===== config.mk =====
export PLATFORM = sky130hd
export DESIGN_NAME = masku_operand_collector
export DESIGN_NICKNAME = d
export VERILOG_FILES = /design/src/rtl/masku_operand_collector.sv
export SDC_FILE = /design/constraint.sdc
export NUM_CORES = 1
export LEC_CHECK = 0
export ABC_AREA = 1
export BUFFER_PORTS_ARGS = -buffer_cell sky130_fd_sc_hd__clkbuf_2
export CAP_MARGIN = 20
export CORE_MARGIN = 2
export CORE_UTILIZATION = 40
export DETAILED_ROUTE_END_ITERATION = 12
export GPL_TIMING_DRIVEN = 0
export SYNTH_ARGS = -nofsm -noshare
export SYNTH_HDL_FRONTEND = slang
export SYNTH_SLANG_ARGS = --single-unit

===== constraint.sdc =====
create_clock -name clk_i -period 32.8 [get_ports clk_i]
set_input_delay 6.56 -clock clk_i [delete_from_list [all_inputs] [get_ports clk_i]]
set_output_delay 6.56 -clock clk_i [all_outputs]
set_load 0.03 [all_outputs]

===== src/rtl/masku_operand_collector.sv =====
// Gathers one word per lane (any order, any cycle), assembles lane-interleaved beats
// and hands them to the mask unit through a small first-word-fall-through FIFO.
module masku_operand_collector #(
  parameter int unsigned NrLanes   = 4,
  parameter int unsigned DataWidth = 64,
  parameter int unsigned FifoDepth = 2
) (
  input  logic                         clk_i,
  input  logic                         rst_i,
  input  logic                         cfg_valid_i,
  output logic                         cfg_ready_o,
  input  logic [3:0]                   cfg_vsew_i,
  input  logic [15:0]                  cfg_nbeats_i,
  input  logic [NrLanes*DataWidth-1:0] lane_operand_i,
  input  logic [NrLanes-1:0]           lane_operand_valid_i,
  output logic [NrLanes-1:0]           lane_operand_ready_o,
  output logic [NrLanes*DataWidth-1:0] alu_operand_o,
  output logic [3:0]                   alu_vsew_o,
  output logic                         alu_last_o,
  output logic                         alu_valid_o,
  input  logic                         alu_ready_i
);

  localparam int unsigned BeatW = NrLanes * DataWidth;
  localparam int unsigned PtrW  = (FifoDepth > 1) ? $clog2(FifoDepth) : 1;
  localparam int unsigned CntW  = $clog2(FifoDepth + 1);

  typedef enum logic [1:0] {IDLE, COLLECT, DRAIN} state_t;

  state_t               state_reg, state_next;
  logic [3:0]           vsew_reg;
  logic [15:0]          remaining_reg;
  logic [DataWidth-1:0] lane_word_reg [NrLanes];
  logic [NrLanes-1:0]   lane_full_reg;
  logic [NrLanes-1:0]   lane_ready;
  logic [NrLanes-1:0]   lane_hs;
  logic [BeatW-1:0]     beat;

  logic [BeatW-1:0]     fifo_data_mem [FifoDepth];
  logic [3:0]           fifo_vsew_mem [FifoDepth];
  logic                 fifo_last_mem [FifoDepth];
  logic [PtrW-1:0]      wr_ptr_reg, rd_ptr_reg;
  logic [CntW-1:0]      count_reg;

  logic fifo_empty, fifo_full, push, pop;

  function automatic logic [PtrW-1:0] ptr_inc(input logic [PtrW-1:0] p);
    if (p == PtrW'(FifoDepth - 1)) return '0;
    return p + PtrW'(1);
  endfunction

  assign fifo_empty = (count_reg == '0);
  assign fifo_full  = (count_reg == CntW'(FifoDepth));
  assign pop        = !fifo_empty && alu_ready_i;
  // A pop in the same cycle frees the slot, so a full FIFO does not stall assembly then.
  assign push       = (state_reg == COLLECT) && (&lane_full_reg) && (remaining_reg != 16'd0)
                      && (!fifo_full || pop);

  // Per-lane holding registers; readiness comes from registered lane_full only.
  for (genvar gi = 0; gi < NrLanes; gi++) begin : g_lane
    assign lane_ready[gi] = (state_reg == COLLECT) && !lane_full_reg[gi]
                            && (remaining_reg != 16'd0);
    assign lane_hs[gi]    = lane_ready[gi] && lane_operand_valid_i[gi];
    assign beat[gi*DataWidth +: DataWidth] = lane_word_reg[gi];

    always_ff @(posedge clk_i) begin
      if (rst_i) begin
        lane_word_reg[gi] <= '0;
        lane_full_reg[gi] <= 1'b0;
      end else begin
        if (lane_hs[gi]) lane_word_reg[gi] <= lane_operand_i[gi*DataWidth +: DataWidth];
        if (push)             lane_full_reg[gi] <= 1'b0;
        else if (lane_hs[gi]) lane_full_reg[gi] <= 1'b1;
      end
    end
  end

  assign lane_operand_ready_o = lane_ready;

  always_comb begin
    state_next  = state_reg;
    cfg_ready_o = (state_reg == IDLE);
    case (state_reg)
      IDLE:    if (cfg_valid_i && cfg_nbeats_i != 16'd0) state_next = COLLECT;
      COLLECT: if (push && remaining_reg == 16'd1) state_next = DRAIN;
      DRAIN:   if (fifo_empty) state_next = IDLE;
      default: state_next = IDLE;
    endcase
  end

  always_ff @(posedge clk_i) begin
    if (rst_i) begin
      state_reg     <= IDLE;
      vsew_reg      <= '0;
      remaining_reg <= '0;
    end else begin
      state_reg <= state_next;
      if (state_reg == IDLE && cfg_valid_i) begin
        vsew_reg      <= cfg_vsew_i;
        remaining_reg <= cfg_nbeats_i;
      end else if (push) begin
        remaining_reg <= remaining_reg - 16'd1;
      end
    end
  end

  // Storage carries no reset; emptiness is tracked by count_reg alone.
  always_ff @(posedge clk_i) begin
    if (push) begin
      fifo_data_mem[wr_ptr_reg] <= beat;
      fifo_vsew_mem[wr_ptr_reg] <= vsew_reg;
      fifo_last_mem[wr_ptr_reg] <= (remaining_reg == 16'd1);
    end
  end

  always_ff @(posedge clk_i) begin
    if (rst_i) begin
      wr_ptr_reg <= '0;
      rd_ptr_reg <= '0;
      count_reg  <= '0;
    end else begin
      if (push) wr_ptr_reg <= ptr_inc(wr_ptr_reg);
      if (pop)  rd_ptr_reg <= ptr_inc(rd_ptr_reg);
      case ({push, pop})
        2'b10:   count_reg <= count_reg + CntW'(1);
        2'b01:   count_reg <= count_reg - CntW'(1);
        default: count_reg <= count_reg;
      endcase
    end
  end

  assign alu_valid_o   = !fifo_empty;
  assign alu_operand_o = fifo_empty ? '0 : fifo_data_mem[rd_ptr_reg];
  assign alu_vsew_o    = fifo_empty ? '0 : fifo_vsew_mem[rd_ptr_reg];
  assign alu_last_o    = fifo_empty ? 1'b0 : fifo_last_mem[rd_ptr_reg];

endmodule


# Word level (Yosys, flattened, before mapping)
# Memories as Yosys holds them, arrays and structs flattened. A register that Yosys moved wholly into a read port is not among the register bits.
# Index checks and enable logic that the tools add are counted.
word_totals:
  ff_bits: 30
  latchBits: 0
  mem_bits_rw: 778
  rom_bits: 0
  out_inout_bits: 267
  mem_count: 4
mem_list:
  columns: ["name", "words", "word_bits", "rd", "rd_clocked_by_memory_dff", "write_ports", "line", "rtl"]
  rows:
  - ["fifo_data_mem", 2, 256, 1, 1, 1, "39", "logic [BeatW-1:0] fifo_data_mem [FifoDepth];"]
  - ["lane_word_reg", 4, 64, 4, 0, 4, "33", "logic [DataWidth-1:0] lane_word_reg [NrLanes];"]
  - ["fifo_vsew_mem", 2, 4, 1, 1, 1, "40", "logic [3:0] fifo_vsew_mem [FifoDepth];"]
  - ["fifo_last_mem", 2, 1, 1, 1, 1, "41", "logic fifo_last_mem [FifoDepth];"]
op_classes:
  add_sub_neg: 5
  n_mul: 0
  div_mod_pow: 0
  magnitude_cmp: 0
  eq_ne: 9
  n_shift: 0
  n_mux: 46
  n_bitwise: 4
  reduce_logical: 35
ops:
  columns: ["operator", "n"]
  rows:
  - ["$mux W256", 1]
  - ["$mux W64", 4]
  - ["$mux W1", 33]
  - ["$mux W16", 2]
  - ["$reduce_bool A16 Y1", 2]
  - ["$logic_and A1 B1 Y1", 19]
  - ["$eq A16 B1 Y1 const B", 1]
  - ["$sub A16 B1 Y16 const B", 1]
  - ["$eq A2 B2 Y1 const B", 3]
  - ["$logic_not A1 Y1", 6]
  - ["$mux W2", 3]
  - ["$pmux W2 S3", 1]
  - ["$eq A2 B1 Y1 const B", 2]
  - ["$logic_not A2 Y1", 2]
  - ["$mux W4", 1]
  - ["$ne A2 B1 Y1 const B", 2]
  - ["$or A1 B1 Y1", 4]
  - ["$pmux W2 S2", 1]
  - ["$reduce_and A4 Y1", 1]
  - ["$reduce_bool A2 Y1", 2]
  - ["$reduce_and A3 Y1", 1]
  - ["$add A1 B1 Y1 const B", 2]
  - ["$add A2 B1 Y2 const B", 1]
  - ["$ne A2 B2 Y1 const B", 1]
  - ["3 further kinds", 3]

# Logic depth before layout (Yosys ltp)
depth:
  word_depth: 8
  ltp_mapped: 12
  mapped_depth_nobuf: 11

# Least setup slack after synthesis
# Ideal clock, no wire load.
synth_timing:
  kind: "input port to flip-flop"
  start: "in alu_ready_i"
  end: "mem fifo_data_mem[1][0] in the netlist's numbering (enable)"
  t_arrival_ns: 18.000
  path_slack_ns: 13.906
  cell_stages: 7
  path_buffers: 1
  path_cell_list: "inv_1 -> nand3_1 -> nand2_1 -> nor2_1 -> nand2_2 -> buf_6 -> nor2_1"
synth_between:
  elab_chain_len: 5
synth_rtl:
  columns: ["item", "line", "rtl"]
  rows:
  - ["from (decl)", "21", "input logic alu_ready_i"]
  - ["$logic_and A1 B1 Y1", "54", "assign pop = !fifo_empty && alu_ready_i;"]
  - ["$logic_or A1 B1 Y1", "57", "&& (!fifo_full || pop);"]
  - ["$logic_and A1 B1 Y1", "57", null]
  - ["$mux W1", "109", "if (push) begin"]
  - ["$mux W1 (not written as such)", "110", "fifo_data_mem[wr_ptr_reg] <= beat;"]
  - ["to (decl)", "39", null]
# No other way between the ends.

# Worst setup path after layout
layout_timing:
  start: "reg count_reg[1]"
  end: "out alu_operand_o[219]"
layout_between:
  elab_chain_len: 2
layout_rtl:
  columns: ["item", "line", "rtl"]
  rows:
  - ["from (decl)", "43", "logic [CntW-1:0] count_reg;"]
  - ["from (signal assigned)", "125", "2'b10: count_reg <= count_reg + CntW'(1);"]
  - ["from (signal assigned)", "126", "2'b01: count_reg <= count_reg - CntW'(1);"]
  - ["from (signal assigned)", "127", "default: count_reg <= count_reg;"]
  - ["$logic_not A2 Y1", "52", "assign fifo_empty = (count_reg == '0);"]
  - ["$mux W256", "133", "assign alu_operand_o = fifo_empty ? '0 : fifo_data_mem[rd_ptr_reg];"]
  - ["to (decl)", "17", "output logic [NrLanes*DataWidth-1:0] alu_operand_o,"]
# No other way between the ends.

==> flow_metrics.env <==
export IMPL_status="finished, final reports clean"
export IMPL_utilization_pct=49.78
export IMPL_yosysWarnings=0
export IMPL_slew_violations=0
export IMPL_startpoint="count_reg[1]"
export IMPL_grt_max_degree=65
export IMPL_finClkSkew_ps=24.55
export IMPL_dp_cells=4122
export IMPL_antenna_found_initial=12
export IMPL_drtAntennaViolNets=0
export IMPL_switchingPower_mw=0.4556
export IMPL_power_leakage_nw=16.00
export IMPL_internal_power_mw=1.728
export IMPL_nets=3455
export IMPL_synth_common_cells="edfxtp_1 (778), nand2_1 (617), inv_1 (291)"
export IMPL_synth_top_area_share_pct=74.73
export IMPL_min_period_ps=9955
export IMPL_synth_most_common_cell="edfxtp_1"
export IMPL_m1WireLength_um=29110
export IMPL_fin_area_sq_mm=0.03856
export IMPL_routedWlPerCell_um=17.67
export IMPL_p_per_area_mw_per_mm2=56.63
export IMPL_cts_resized=0
export IMPL_rsz0062_at_grt="no"
export IMPL_hold_class="flip-flop to flip-flop"
export IMPL_dp_hpwl_um=53270
export IMPL_tightest_slew_ps=981.9
export IMPL_power_frac_seq_pct=53.8
export IMPL_synth_edf_count=778
export IMPL_synth_seq_cells=809
export IMPL_critPathKind="flip-flop to output pin"
export IMPL_grt_usage_pct=18.59
export IMPL_cts_hold_fix_buffers=0
export IMPL_first_pass_iters=5
export IMPL_synth_cell_types=25
export IMPL_met2_length_um=38350
export IMPL_numCtsBuffers=84
export IMPL_drtIter0Drc=1328
export IMPL_syn_area_sq_mm=0.03126
export IMPL_hold_violations=0
export IMPL_setup_viol=0
export IMPL_clkPwrFrac_pct=42.7
export IMPL_htreeDepth=3
export IMPL_p_sw_share_pct=20.86
export IMPL_grt_overflow=0
export IMPL_power_total_mw=2.184
export IMPL_cp_arrival_ps=3390
export IMPL_fin_setup_tns_ps=0
export IMPL_rows=102
export IMPL_slew_headroom_pct=34.54
export IMPL_top_layer_used="met5"
export IMPL_insertion_delay_ps=630
export IMPL_seq_area_frac_synth_pct=76.71
export IMPL_io_pins=551
export IMPL_dieArea_sq_mm=0.08041
export IMPL_grt_first_pass_wirelength_um=114100
export IMPL_die_w_um=283.6
export IMPL_cts_root_buffer="clkbuf_16"
export IMPL_die_height_um=283.6
export IMPL_wl_met3_um=5381
export IMPL_fmax_mhz=100.5
export IMPL_post_synth_cell_area_avg_sq_um=12.46
export IMPL_startpoint_type="flip-flop"
export IMPL_critPathMaxFanout=10
export IMPL_ys_flop_type="edfxtp_1"
export IMPL_syn_num_nets=2797
export IMPL_core_region_area_sq_mm=0.07747
export IMPL_syn_inst=2510
export IMPL_placed_cell_area_sq_mm=0.03584
export IMPL_cts_tree="done"
export IMPL_instances_no_fill=4280
export IMPL_hp_start="lane_word_reg[2][63]"
export IMPL_p_comb_share_pct=3.5
export IMPL_yosys_top_cells_area="edfxtp_1 (75%), nand2_1 (7.4%), a21oi_1 (4.5%)"
export IMPL_grt_pass1_vias=19760
export IMPL_io_buffers=550
export IMPL_clock_sinks=809
export IMPL_largest_reg_flops=512
export IMPL_dr_total_vias=19720
export IMPL_start_util_pct=40.36
export IMPL_drcViolationCount=0
export IMPL_layout_drive_gt1_share_pct=24.54
export IMPL_finalCritPeriodShare_pct=30.35
export IMPL_cts_max_path_buffers=3
export IMPL_max_vdd_ir_drop_uv=38.56
export IMPL_cts_setup_buffers=0
export IMPL_path_clk_slew_ps=60
export IMPL_cap_viol_max_count=0
export IMPL_gp_congestion=0.8553
export IMPL_yosys_area_top_type="edfxtp_1"
export IMPL_viasPerCell=4.607
export IMPL_cp_required_ps=26240
export IMPL_r2r_setup_slack_ps=29190
export IMPL_r2r_start="remaining_reg[0]"
export IMPL_area_growth_pct=23.35
export IMPL_async_flop_share_pct=0
export IMPL_wl_um=75610
export IMPL_end_kind="output pin"
==> per-stage QoR <==
stage          worst slack [ps]  hold WS, ps
2_1_floorplan             13910        421.5
3_3_place_gp               6511        421.2
3_5_place_dp              23210        429.0
4_1_cts                   22610        428.2
5_1_grt                   22570        441.1
6_report                  22850        433.1
==> power groups by stage <==
| stage | combinational (mW) | sequential [mW] | clock [mW] |
|---|---|---|---|
| 6_report | 0.0763 | 1.17 | 0.933 |
| 5_1_grt | 0.0860 | 1.18 | 0.994 |
| 4_1_cts | 0.0778 | 1.17 | 0.954 |
| 3_5_place_dp | 0.0773 | 1.20 | 0 |
| 3_3_place_gp | 0.0738 | 1.20 | 0 |
| 2_1_floorplan | 0.0415 | 1.19 | 0 |
==> cell type report <==
| cell class | instances | area (sq um) |
|---|---|---|
| fill | 6890 | 38900 |
| tap | 1040 | 1301 |
| antenna | 5 | 12.51 |
| timing repair buffer | 572 | 3231 |
| inverter | 294 | 1104 |
| multi-input combinational | 1289 | 5572 |
| sequential | 809 | 23980 |
| buffer | 118 | 650.6 |
| clock inverter | 49 | 511.7 |
| clock buffer | 104 | 2198 |
==> worst max-delay path, cell delays in order, from the launching register on <==
cell	delay, ps
dfxtp_1	330
nor2_1	260
clkbuf_1	650
clkbuf_1	710
clkbuf_1	470
a21oi_1	120
clkbuf_2	220
==> per-layer routing <==
layer | GRT usage (%) | vias to the layer above
li1 | - | 9693
met1 | 21.46 | 9321
met2 | 32.52 | 542
met3 | 5.474 | 147
met4 | 7.235 | 16
met5 | 0 | -
==> cells in the final DEF (no fill, tap or decap), drive strengths merged <==
cell,instances
clkinv,36
dfxtp,31
and3,1
xnor2,1
nor2,325
nand3,39
diode,5
and2,2
clkbuf,732
xor2,1
o21ai,15
edfxtp,778
nor3,2
bufinv,7
buf,62
inv,297
clkinvlp,3
a21oi,279
nand2,621
ha,3
==> logic make-up after synthesis <==
group | Yosys count | synth area share, %
adders and majority gates | 3 | 0.1201
and+or+nand+nor | 990 | 12.79
xor gates and xnor gates | 2 | 0.05604
DFF | 809 | 76.71
AOI/OAI and AO/OA | 294 | 4.706
buffers and inverters | 412 | 5.611
==> path summary, 6_finish.rpt <==
check	endpoint	depth (start not counted)
worst min-delay path	fifo_data_mem[1][191]	0
worst max register to register	fifo_data_mem[1][153]	13
worst max-delay path	alu_operand_o[219]	6
worst min register to register	fifo_data_mem[1][191]	0
Note: power is estimated with default switching activity, not from simulation.
